## src/rtl/learn_pkg.sv

```systemverilog
// Shared types and constants for the piano learning-mode core.
// The streak/bonus feature is compiled in only when LEARN_STREAK_EN is defined.
package learn_pkg;

    typedef enum logic [2:0] {
        ST_IDLE    = 3'd0,
        ST_FETCH   = 3'd1,
        ST_LOAD    = 3'd2,
        ST_PROMPT  = 3'd3,
        ST_LISTEN  = 3'd4,
        ST_RELEASE = 3'd5,
        ST_DONE    = 3'd6
    } learn_state_e;

    localparam int unsigned BONUS_INTERVAL = 4;

    function automatic logic [31:0] end_code(input int unsigned key_w);
        return (32'd1 << key_w) - 32'd1;
    endfunction

    function automatic logic [31:0] rest_code(input int unsigned key_w);
        return 32'd0 & end_code(key_w);
    endfunction

endpackage

```

## src/rtl/learn_note_timer.sv

```systemverilog
// Loadable down-counter used to time both the note prompt and the answer window.
// expire_o pulses on the last enabled cycle of a loaded interval.
module learn_note_timer #(
    parameter int W = 27
) (
    input  logic         clk,
    input  logic         rst,
    input  logic         load_i,
    input  logic [W-1:0] load_val_i,
    input  logic         en_i,
    output logic         expire_o
);

    logic [W-1:0] count_q;

    always_ff @(posedge clk or negedge rst) begin
        if (!rst) begin
            count_q <= '0;
        end else if (load_i) begin
            count_q <= load_val_i;
        end else if (en_i && count_q != '0) begin
            count_q <= count_q - W'(1);
        end
    end

    assign expire_o = en_i && (count_q == W'(1));

endmodule

```

## src/rtl/learning_engine.sv

```systemverilog
// Learning-mode core: plays each song note, waits for the matching key press and scores it.
// Optional streak counter and every-4th-hit bonus are enabled by defining LEARN_STREAK_EN.
module learning_engine
    import learn_pkg::*;
#(
    parameter int KEY_W    = 4,
    parameter int ADDR_W   = 5,
    parameter int DUR_W    = 26,
    parameter int SCORE_W  = 7,
    parameter int MAX_MISS = 3
) (
    input  logic               clk,
    input  logic               rst,
    input  logic               start,
    input  logic [KEY_W-1:0]   note_value,
    input  logic [DUR_W-1:0]   duration_value,
    input  logic [KEY_W-1:0]   user_input,
    output logic [ADDR_W-1:0]  nxt_learning_memory_location,
    output logic [KEY_W-1:0]   key,
    output logic               key_on,
    output logic [SCORE_W-1:0] score,
    output logic [3:0]         streak,
    output logic               hit,
    output logic               miss,
    output logic               done
);

    localparam int TW = DUR_W + 1;
    localparam int MW = $clog2(MAX_MISS + 1);
    localparam logic [KEY_W-1:0] NOTE_REST = KEY_W'(rest_code(KEY_W));
    localparam logic [KEY_W-1:0] NOTE_END  = KEY_W'(end_code(KEY_W));

    learn_state_e       state_q, state_d;
    logic [ADDR_W-1:0]  addr_q, addr_d;
    logic [KEY_W-1:0]   note_q, note_d;
    logic [DUR_W-1:0]   dur_q, dur_d;
    logic [KEY_W-1:0]   key_q, key_d;
    logic               key_on_q, key_on_d;
    logic [SCORE_W-1:0] score_q, score_d;
    logic [3:0]         streak_q, streak_d;
    logic               hit_q, hit_d;
    logic               miss_q, miss_d;
    logic               done_q, done_d;
    logic [MW-1:0]      miss_cnt_q, miss_cnt_d;
    logic [KEY_W-1:0]   prev_in_q;

    logic               t_load, t_en, t_expire;
    logic [TW-1:0]      t_val;
    logic [DUR_W-1:0]   dur_eff;
    logic               press, advance, miss_evt;
    logic [1:0]         score_inc;
    logic [SCORE_W:0]   score_sum;

    learn_note_timer #(.W(TW)) u_timer (
        .clk        (clk),
        .rst        (rst),
        .load_i     (t_load),
        .load_val_i (t_val),
        .en_i       (t_en),
        .expire_o   (t_expire)
    );

    // A press is the rising edge of "any key down"; a key already held never counts.
    assign press   = (prev_in_q == '0) && (user_input != '0);
    assign dur_eff = (duration_value == '0) ? DUR_W'(1) : duration_value;

    always_ff @(posedge clk or negedge rst) begin
        if (!rst) begin
            state_q    <= ST_IDLE;
            addr_q     <= '0;
            note_q     <= '0;
            dur_q      <= '0;
            key_q      <= '0;
            key_on_q   <= 1'b0;
            score_q    <= '0;
            streak_q   <= '0;
            hit_q      <= 1'b0;
            miss_q     <= 1'b0;
            done_q     <= 1'b0;
            miss_cnt_q <= '0;
            prev_in_q  <= '0;
        end else begin
            state_q    <= state_d;
            addr_q     <= addr_d;
            note_q     <= note_d;
            dur_q      <= dur_d;
            key_q      <= key_d;
            key_on_q   <= key_on_d;
            score_q    <= score_d;
            streak_q   <= streak_d;
            hit_q      <= hit_d;
            miss_q     <= miss_d;
            done_q     <= done_d;
            miss_cnt_q <= miss_cnt_d;
            prev_in_q  <= user_input;
        end
    end

    always_comb begin
        state_d    = state_q;
        addr_d     = addr_q;
        note_d     = note_q;
        dur_d      = dur_q;
        key_d      = '0;
        key_on_d   = 1'b0;
        score_d    = score_q;
        streak_d   = streak_q;
        hit_d      = 1'b0;
        miss_d     = 1'b0;
        done_d     = done_q;
        miss_cnt_d = miss_cnt_q;
        t_load     = 1'b0;
        t_val      = '0;
        t_en       = 1'b0;
        advance    = 1'b0;
        miss_evt   = 1'b0;
        score_inc  = 2'd0;
        score_sum  = '0;

        case (state_q)
            ST_IDLE, ST_DONE: begin
                if (start) begin
                    state_d    = ST_FETCH;
                    addr_d     = '0;
                    score_d    = '0;
                    streak_d   = '0;
                    miss_cnt_d = '0;
                    done_d     = 1'b0;
                end
            end
            ST_FETCH: state_d = ST_LOAD;
            ST_LOAD: begin
                note_d = note_value;
                dur_d  = dur_eff;
                if (note_value == NOTE_END) begin
                    state_d = ST_DONE;
                    done_d  = 1'b1;
                end else begin
                    state_d  = ST_PROMPT;
                    key_d    = note_value;
                    key_on_d = (note_value != NOTE_REST);
                    t_load   = 1'b1;
                    t_val    = {1'b0, dur_eff};
                end
            end
            ST_PROMPT: begin
                t_en     = 1'b1;
                key_d    = note_q;
                key_on_d = (note_q != NOTE_REST);
                if (t_expire) begin
                    key_d    = '0;
                    key_on_d = 1'b0;
                    if (note_q == NOTE_REST) begin
                        advance = 1'b1;
                    end else begin
                        state_d = ST_LISTEN;
                        t_load  = 1'b1;
                        t_val   = {dur_q, 1'b0};
                    end
                end
            end
            ST_LISTEN: begin
                t_en = 1'b1;
                if (press) begin
                    if (user_input == note_q) begin
                        hit_d     = 1'b1;
                        score_inc = 2'd1;
                        state_d   = ST_RELEASE;
`ifdef LEARN_STREAK_EN
                        if (miss_cnt_q == '0 && streak_q != 4'd15) begin
                            streak_d = streak_q + 4'd1;
                            if ((streak_d % 4'(BONUS_INTERVAL)) == 4'd0) begin
                                score_inc = 2'd2;
                            end
                        end
`endif
                    end else begin
                        miss_evt = 1'b1;
                    end
                end else if (t_expire) begin
                    miss_evt = 1'b1;
                end
                if (miss_evt) begin
                    miss_d   = 1'b1;
                    streak_d = '0;
                    if (miss_cnt_q == MW'(MAX_MISS - 1)) begin
                        advance = 1'b1;
                    end else begin
                        miss_cnt_d = miss_cnt_q + MW'(1);
                        state_d    = ST_PROMPT;
                        key_d      = note_q;
                        key_on_d   = 1'b1;
                        t_load     = 1'b1;
                        t_val      = {1'b0, dur_q};
                    end
                end
            end
            ST_RELEASE: begin
                if (user_input == '0) begin
                    advance = 1'b1;
                end
            end
            default: state_d = ST_IDLE;
        endcase

        // The last address ends the song rather than wrapping back to the start.
        if (advance) begin
            miss_cnt_d = '0;
            if (addr_q == '1) begin
                state_d = ST_DONE;
                done_d  = 1'b1;
            end else begin
                addr_d  = addr_q + ADDR_W'(1);
                state_d = ST_FETCH;
            end
        end

        if (score_inc != 2'd0) begin
            score_sum = {1'b0, score_q} + {{(SCORE_W-1){1'b0}}, score_inc};
            score_d   = score_sum[SCORE_W] ? '1 : score_sum[SCORE_W-1:0];
        end
    end

    assign nxt_learning_memory_location = addr_q;
    assign key    = key_q;
    assign key_on = key_on_q;
    assign score  = score_q;
    assign streak = streak_q;
    assign hit    = hit_q;
    assign miss   = miss_q;
    assign done   = done_q;

endmodule

```

## config.mk

```make
export PLATFORM = sky130hd
export DESIGN_NAME = learning_engine
export DESIGN_NICKNAME = d
export VERILOG_FILES = /design/src/rtl/learn_pkg.sv /design/src/rtl/learn_note_timer.sv /design/src/rtl/learning_engine.sv
export SDC_FILE = /design/constraint.sdc
export NUM_CORES = 1
export LEC_CHECK = 0
export CORE_AREA = 2 2 96 98
export DETAILED_ROUTE_END_ITERATION = 8
export DIE_AREA = 0 0 98 100
export GPL_ROUTABILITY_DRIVEN = 0
export PLACE_DENSITY = 0.79
export SETUP_SLACK_MARGIN = 0.1
export SYNTH_ARGS = -nofsm -noshare
export SYNTH_HDL_FRONTEND = slang
export SYNTH_SLANG_ARGS = --single-unit
```

## constraint.sdc

```tcl
create_clock -name clk -period 4 [get_ports clk]
set_clock_uncertainty 0.1 [all_clocks]
set_input_delay 0.8 -clock clk [delete_from_list [all_inputs] [get_ports clk]]
set_output_delay 0.8 -clock clk [all_outputs]
set_load 0.02 [all_outputs]
```

# After elaboration in Yosys (flattened, before gate mapping)
# Cells that the tools add are included.
# classes
n_reduce_logical	24
n_mux	74
n_addsub	4
eq_ne	19
# ops
op	count
$mux W27	4
$mux W26	4
$pmux W27 S3	1
$mux W3	10
$mux W1	29
$mux W7	4
$eq A27 B1 Y1 const B	1
$reduce_bool A27 Y1	1
$sub A27 B1 Y27 const B	1
$logic_not A26 Y1	1
$mux W4	6
$mux W5	4
$pmux W3 S6	1
$ne A3 B3 Y1 const B	5
$logic_not A4 Y1	3
$pmux W4 S3	1
$reduce_bool A4 Y1	3
$reduce_bool A2 Y1	5
$eq A3 B3 Y1 const B	3
$pmux W1 S3	3
$add A7 B2 Y8	1
$mux W2	4
$pmux W4 S2	1
$reduce_and A4 Y1	2
other kinds (17)	23
# totals
input_bits	37
out_inout_bits	24
regBits	90
word_cells	135

# Depth between registers and ports, before layout
# Gate-level depths: netlist of run 1.
# logic_depth
depth_word	11
depth_mapped	11
ltp_nobuf	11

# Cells and area by module
# From an unflattened synthesis of run 1, not the netlist that was laid out.
# hier_totals
hier_cells	523
area_unflattened_um2	5038.6
# modules_own_cells
module	area_per_inst_um2	seq_area_each_um2	instances	cells_per_inst
learning_engine	3306.9	1476.4	1	332
learn_note_timer	1731.7	675.6	1	191

# Worst setup path before layout of run 1
# OpenSTA, ideal clock, no wires.
# synth_timing
path_type	input port to flip-flop
startpoint	input port user_input[1]
endpoint	register score_q[4] (netlist: score[4])
path_buffers	0
setup_slack_ps	632
required_time_ps	3780
setup_time_ps	120
cell_stages	10
t_arrival_ps	3148
cell_sequence	or4_1 > and2_1 > nand3_1 > inv_1 > ha_1 > and3_1 > and2_1 > and4_1 > or4b_1 > o211a_1
# synth_via
elab_chain_len	7
# synth_rtl
element	line_no	rtl
start: declaration	learning_engine.sv:17	input logic [KEY_W-1:0] user_input,
$eq A4 B4 Y1 / $reduce_bool A4 Y1 (equally long branches)	learning_engine.sv:165, learning_engine.sv:64	
$mux W1 / $logic_and A1 B1 Y1 (equally long branches)	learning_engine.sv:165, learning_engine.sv:64	
$mux W1 *	learning_engine.sv:164	if (press) begin
$mux W1 *	learning_engine.sv:120	case (state_q)
$add A7 B2 Y8 / $reduce_bool A2 Y1 (equally long branches)	learning_engine.sv:219, learning_engine.sv:218	
$mux W7 / $reduce_bool A2 Y1 (equally long branches)	-	
$mux W7 / $reduce_and A2 Y1 (equally long branches)	-	
end signal: assignment	learning_engine.sv:89	score_q <= score_d;
end: declaration	learning_engine.sv:39	logic [SCORE_W-1:0] score_q, score_d;
# Mark *: on every way between the ends. The rest lies on a longest branch, timed or not.
# A chain may end at the register's enable or synchronous reset.

# Worst setup path in the final report of run 1
# Ends and elaborated chain as after synthesis.

==> results of run 1 <==
-- worst register-to-register path: cells and delay by family (launching register included) --
family                   cells  cell delay, ps
AND/OR/NAND/NOR              3            1580
adder cells (fa/ha/maj)      1             190
AO/OA/AOI/OAI                3             430
flip-flops                   1             420
buffers and inverters        2             410
-- cells by family (layout without fill, tap and decap cells) --
kind of cell	count (synthesis)	count (layout)	synth area share
mux	39	39	0.0897
compound gates	104	104	0.164
simple gates	162	162	0.192
fa+ha+maj	8	8	0.0210
buf+inv	37	93	0.0344
xor+xnor	25	25	0.0460
flops	86	86	0.452
other cells	1	4	0.000788
-- flip-flops by register name, summed over array words and instances, names as in the netlist --
signal,count
key_on,1
done,1
nxt_learning_memory_location,5
score,7
u_timer.count_q,27
hit,1
key,4
prev_in_q,4
miss,1
dur_q,26
note_q,4
miss_cnt_q,2
state_q,3
-- power breakdown --
| group | total (mW) | internal [mW] | switching (mW) |
|---|---|---|---|
| registers | 1.51 | 1.19 | 0.323 |
| logic | 1.57 | 0.724 | 0.851 |
| clock network | 0.579 | 0.236 | 0.343 |
| total | 3.66 | 2.15 | 1.52 |
-- placed cells by master, fill, tap and decap left out, types with 4 or more instances in the layout --
| master | count |
|---|---|
| clkdlybuf4s50_1 | 55 |
| clkbuf_8 | 9 |
| a221oi_1 | 7 |
| nand2_1 | 28 |
| a22o_1 | 8 |
| conb_1 | 4 |
| a222oi_1 | 19 |
| nor3_1 | 20 |
| nand3_1 | 12 |
| buf_4 | 11 |
| mux2i_1 | 10 |
| dfrtp_1 | 86 |
| ha_1 | 8 |
| nand4_1 | 6 |
| xnor2_1 | 11 |
| xor2_1 | 14 |
| a21oi_1 | 18 |
| mux2_2 | 28 |
| nor2_1 | 25 |
| inv_1 | 10 |
| o21ai_0 | 15 |
| and2_1 | 8 |
| nand4b_1 | 5 |
| and3_1 | 6 |
| a211oi_1 | 4 |
| or4_1 | 7 |
| nor2b_1 | 4 |
| nor4_1 | 19 |
-- final timing paths --
check,startpoint,end,cells past startpoint
max,user_input[1],score[4],11
min,nxt_learning_memory_location[2],nxt_learning_memory_location[2],1
max reg2reg,u_timer.count_q[1],u_timer.count_q[12],9
min reg2reg,nxt_learning_memory_location[2],nxt_learning_memory_location[2],1
max in group asynchronous,rst,key_on,2
min in group asynchronous,rst,hit,1
-- per-stage QoR --
| stage | instance area [µm²] | hold slack (ps) | worst slack [ps] | total power, mW | std cells |
|---|---|---|---|---|---|
| 3_5_place_dp | 5450 | 408 | 78.2 | 3.07 | 616 |
| 4_1_cts | 5630 | 420 | 468 | 3.67 | 632 |
| 2_1_floorplan | 4770 | 393 | 632 | 2.61 | 465 |
| 5_1_grt | 5630 | 437 | 361 | 3.92 | 632 |
| 6_report | 5630 | 414 | 450 | 3.66 | 632 |
| 3_3_place_gp | 5450 | 394 | 144 | 3.03 | 616 |
-- layout make-up --
cell class / count / area share
inverter: 10 / 0.00667
timing repair buffer: 67 / 0.116
multi-input combinational: 342 / 0.438
clock inverter: 7 / 0.0100
sequential: 86 / 0.383
tap: 111 / 0.0247
clock buffer: 9 / 0.0220
-- routing by layer --
metal,share of wire,track usage,vias to the layer above
li1,-,-,1896
met1,0.43,0.318,1973
met2,0.48,0.381,180
met3,0.064,0.0334,27
met4,0.024,0.103,0
met5,0,0,-
==> key figures, run 1 <==
Setup path
  • Worst endpoint required time: between 4000 and 5000 ps
  • Kind of cell adding the most delay to the critical path: simple AND/OR/NAND/NOR gates
  • Most used cell, CP: and2_1
  • Arr. time, crit path: 3710 ps
  • Largest stage delay, worst path: 610 ps
  • Worst Path Max Fanout: 5
  • Max stage delay cell, worst path: or4_1
  • Element type at the critical path end: flip-flop
  • Flop2flop setup slack: 790 ps
  • Critical path type: in2reg
  • Cells along the critical path: clkdlybuf4s50_1, or4_1, and2_1, nand3_1, inv_1, ha_1, and3_1, and2_1, and4_1, or4b_1, o211a_1
  • CP bufs+invs: 2
  • Crit start category: primary input

Global route
  • Vias in the first global route: 3901
  • Initial antenna violation count: 0
  • First-pass GRT wire length: around 19000 µm
  • Overflow after GRT: 0
  • Gr usage total: 0.235
  • Largest net degree at the start of global routing: between 80 and 90

Logic synthesis
  • Mapped cell area: about 4800 µm²
  • Synth top cells by count: 86 x dfrtp_1, 28 x mux2_2, 28 x nand2_1
  • Post-synthesis cell count: around 460
  • Avg Inst Size Synth: ~10 µm²
  • Synth top area share: 0.452
  • Synth area leaders: dfrtp_1 45%, mux2_2 6.6%, a222oi_1 4.0%
  • EDFF count, synth: 0
  • Most frequent cell after synthesis: dfrtp_1
  • Netlist cell types: just over 60
  • Post-synth top flop: dfrtp_1
  • Yosys warning total: 0
  • #FFs+latches synth: between 80 and 90
  • Async set-or-reset flop fraction in the synthesized netlist: 1.00
  • Sequential share of the synthesized area: 0.452
  • Post-synth top area cell: dfrtp_1

Die
  • Initial core utilization: 0.535
  • Core area: between 8000 and 9000 µm²
  • Die area: around 9800 µm²
  • I/O pins: 61
  • Die height: ~100 µm
  • # rows: 35
  • Die W: 98 µm

CTS
  • Hold_buf cts: 0
  • Clk pin slew, worst setup/hold paths: 90 ps
  • Post_cts resized: 0
  • Worst-Skew Late Latency: between 300 and 400 ps
  • CTS Root Cell: clkbuf_8
  • Buffer count from post-CTS setup fixing: 0
  • Inserted Clock Buffers: 9
  • Clk sinks: 86
  • H-Tree Level Count: 3
  • CTS tree: done
  • Max clock buf depth: 2

Drt
  • DR WL/cell: 17.5 µm
  • Post-route ant nets: 0
  • Initial DRC Count: slightly below 300
  • Vias/cell: roughly 6.4
  • DRC: 0
  • DRT Pass-1 Iters: 5
  • Vias: 4076
  • Drt total wl: between 10000 and 15000 µm

Pwr
  • Power per cell area: roughly 650 nW/µm²
  • Leakage: 2.27 nW
  • VDD IR max: roughly 350 µV

Finish
  • Ratio of cells with drive above 1 in the final layout: 0.123
  • Ant diodes: 0
  • Layout area overhead: 18.2%
  • Util after Layout: 0.633
  • Nets: around 560
  • FF+latch area: 2150 µm²
  • Filler cell count: approximately 730
  • Multi-input logic area: roughly 2500 µm²

Timing
  • Worst-Margin Slew: roughly 1200 ps
  • RSZ-0062 raised after global routing: false
  • Period Utilization, post-route: 0.887
  • Final-report setup violation count: 0
  • Total Neg Setup Slack: 0 ps
  • Min Tclk post-route: between 3000 and 4000 ps
  • Relative slew slack: 0.232
  • Pins over their slew limit: 0
  • Max Clk Rate: 282 MHz
  • Final-report hold violation count: 0

Min path
  • Hold/Removal Path Class: reg2reg

Status
  • Outcome: complete, no violations

Placed design
  • IO buf count: 56
  • Post-DP HPWL: slightly below 8000 µm

Run
  • Max-cap viol count: 0
No activity file was read; power rests on OpenSTA's default activity.
==> run 2: changes to the inputs <==
==> config.mk (replaced) <==
export PLATFORM = sky130hd
export DESIGN_NAME = learning_engine
export DESIGN_NICKNAME = d
export VERILOG_FILES = /design/src/rtl/learn_pkg.sv /design/src/rtl/learn_note_timer.sv /design/src/rtl/learning_engine.sv
export SDC_FILE = /design/constraint.sdc
export NUM_CORES = 1
export LEC_CHECK = 0
export CORE_AREA = 2 2 111 113
export DETAILED_ROUTE_END_ITERATION = 8
export DIE_AREA = 0 0 113 115
export SYNTH_ARGS = -nofsm -noshare
export SYNTH_HDL_FRONTEND = slang
export SYNTH_SLANG_ARGS = --single-unit
==> key figures, run 2 (synthesis results as in run 1) <==
Status
  • Outcome: complete, but fails checks (was complete, no violations)
  • Failing checks: DRC

Drt
  • DRT Pass-1 Iters: 7 (was 5)
  • Initial DRC Count: 367 (was 296)
  • DR WL/cell: 18.3 µm (was 17.5 µm)
  • Vias: 3992 (was 4076)
  • DRC: 6 (was 0)
  • Post-route ant nets: 0 (unchanged)
  • Drt total wl: 12300 µm (was 11100 µm)
  • Vias/cell: 5.98 (was 6.45)

Placed design
  • IO buf count: 56 (unchanged)
  • GPL Wtd Cong: approximately 0.83
  • Area post-placement: 5500 µm² (was 5450 µm²)
  • # placed instances: 653 (was 616)
  • Post-DP HPWL: 8610 µm (was 7890 µm)
  • DP Worst Slack: 10.7 ps (was 78.2 ps)

Die
  • Initial core utilization: 0.403 (was 0.535)
  • # rows: 40 (was 35)
  • Die height: 115 µm (was 100 µm)
  • Core area: 11800 µm² (was 8890 µm²)
  • Die area: 13000 µm² (was 9800 µm²)
  • Die W: 113 µm (was 98 µm)
  • I/O pins: 61 (unchanged)

CTS
  • Max clock buf depth: 2 (unchanged)
  • CTS Root Cell: clkbuf_16 (was clkbuf_8)
  • Post_cts resized: 0 (unchanged)
  • Clk pin slew, worst setup/hold paths: 60 ps (was 90 ps)
  • Hold_buf cts: 0 (unchanged)
  • Clk sinks: 86 (unchanged)
  • H-Tree Level Count: 3 (unchanged)
  • Buffer count from post-CTS setup fixing: 0 (unchanged)
  • Inserted Clock Buffers: 9 (unchanged)
  • CTS tree: done (unchanged)
  • Worst-Skew Late Latency: 340 ps (was 370 ps)

Finish
  • Multi-input logic area: 2460 µm² (unchanged)
  • Non-Filler Instances: 668 (was 632)
  • Ant diodes: 0 (unchanged)
  • Ratio of cells with drive above 1 in the final layout: 0.117 (was 0.123)
  • Nets: 562 (was 561)
  • Reg with most FFs: u_timer.count_q (unchanged)
  • Layout area overhead: 21.2% (was 18.2%)
  • FF+latch area: 2150 µm² (unchanged)
  • Most common cell after layout, fill and taps aside: dfrtp_1 (unchanged)
  • Flip-flop count of the largest register after layout: 27 (unchanged)
  • Filler cell count: 1133 (was 734)
  • Most frequent cells in the layout: 86 x dfrtp_1, 55 x clkdlybuf4s50_1, 28 x mux2_2, 28 x nand2_1, 25 x nor2_1 (unchanged)
  • Final Cell Area: 5770 µm² (was 5630 µm²)

Global route
  • Gr usage total: 0.198 (was 0.235)
  • Largest net degree at the start of global routing: 79 (was 82)
  • First-pass GRT wire length: 20300 µm (was 18700 µm)
  • Overflow after GRT: 0 (unchanged)
  • Initial antenna violation count: 0 (unchanged)
  • Vias in the first global route: 3888 (was 3901)

Min path
  • Hold path start: done (was nxt_learning_memory_location[2])
  • Hold/Removal Path Class: reg2reg (unchanged)

Timing
  • Final-report hold violation count: 0 (unchanged)
  • Max Clk Rate: 275 MHz (was 282 MHz)
  • Final worst slack: 367 ps (was 450 ps)
  • Total Neg Setup Slack: 0 ps (unchanged)
  • Pins over their slew limit: 0 (unchanged)
  • Final-report setup violation count: 0 (unchanged)
  • Worst-Margin Slew: 1040 ps (was 1150 ps)
  • Relative slew slack: 0.306 (was 0.232)
  • RSZ-0062 raised after global routing: false (unchanged)
  • Period Utilization, post-route: 0.908 (was 0.887)
  • Min Tclk post-route: 3630 ps (was 3550 ps)

Pwr
  • Leakage: 2.31 nW (was 2.27 nW)
  • Total chip power: 3.91 mW (was 3.66 mW)
  • VDD IR max: 330 µV (was 351 µV)
  • Power per cell area: 678 nW/µm² (was 651 nW/µm²)

Run
  • Max-cap viol count: 0 (unchanged)

Setup path
  • Element type at the critical path end: flip-flop (unchanged)
  • Critical path type: in2reg (unchanged)
  • Worst Path Max Fanout: 5 (unchanged)
  • Crit start category: primary input (unchanged)
  • Worst endpoint required time: 4130 ps (was 4160 ps)
  • CP startpoint: user_input[1] (unchanged)
  • FF-to-FF Start: u_timer.count_q[1] (unchanged)
  • Worst Reg2Reg Path Length in Cells: 9 (unchanged)
  • Arr. time, crit path: 3770 ps (was 3710 ps)
  • Critical path endpoint: score[4] (unchanged)
  • Flop2flop setup slack: 870 ps (was 790 ps)
  • Reg2reg end: u_timer.count_q[10] (was u_timer.count_q[12])
## run 2: cell count changes in the layout (fill, tap and decap cells not counted)
cell       before  now
clkbuf_16       0    9
clkbuf_8        9    2
clkinv_2        2    1
buf_4          11   12
clkinv_4        1    0
clkbuf_1        0    3
inv_6           3    0
inv_8           1    0
## run 2: where the power goes
group	switching, mW	internal (mW)
registers	0.338	1.19
clock network	0.331	0.451
logic	0.865	0.736
total	1.53	2.38
## run 2: stage by stage
stage	hold WS [ps]	utilization
6_report	406	0.488
4_1_cts	417	0.488
2_1_floorplan	393	-
5_1_grt	432	0.488
3_5_place_dp	403	0.465
3_3_place_gp	393	0.465
## run 2: worst min-delay path by stage
stage / slack (ps) / end / cells past startpoint
floorplan: 390 / u_timer.count_q[24] / 2
global placement: 390 / done / 2
detailed placement: 400 / done / 2
CTS: 420 / done / 2
global route: 430 / nxt_learning_memory_location[2] / 1
finish: 410 / done / 2
## run 2: layer usage
metal,part of all wire,vias up,wire length (µm),GRT usage
met5,0,-,0,0
met4,0.024,0,289,0.0886
met3,0.044,18,541,0.0364
met2,0.48,99,5870,0.317
met1,0.45,1982,5550,0.263
li1,-,1893,-,-
## run 2: layout make-up
cell class,instances,share of cell area
clock buffers,14,0.0458
multi-input cells,342,0.427
flip-flops and latches,86,0.373
inverters,10,0.00651
well taps,147,0.0319
repair buffers,68,0.115
clock inverters,1,0.000868
## run 2: critical path, stage by stage
cell	delay [ps]
clkdlybuf4s50_1	450
or4_1	600
and2_1	200
nand3_1	130
inv_1	70
ha_1	190
and3_1	200
and2_1	200
and4_1	270
or4b_1	520
o211a_1	140
==> run 3: changes to the inputs <==
--- a/config.mk
+++ b/config.mk
@@ -8,6 +8,7 @@
 export CORE_AREA = 2 2 111 113
 export DETAILED_ROUTE_END_ITERATION = 8
 export DIE_AREA = 0 0 113 115
+export GPL_ROUTABILITY_DRIVEN = 0
 export SYNTH_ARGS = -nofsm -noshare
 export SYNTH_HDL_FRONTEND = slang
 export SYNTH_SLANG_ARGS = --single-unit
==> results of run 3 <==
Final layout, timing and power as in run 2 (identical DEF).
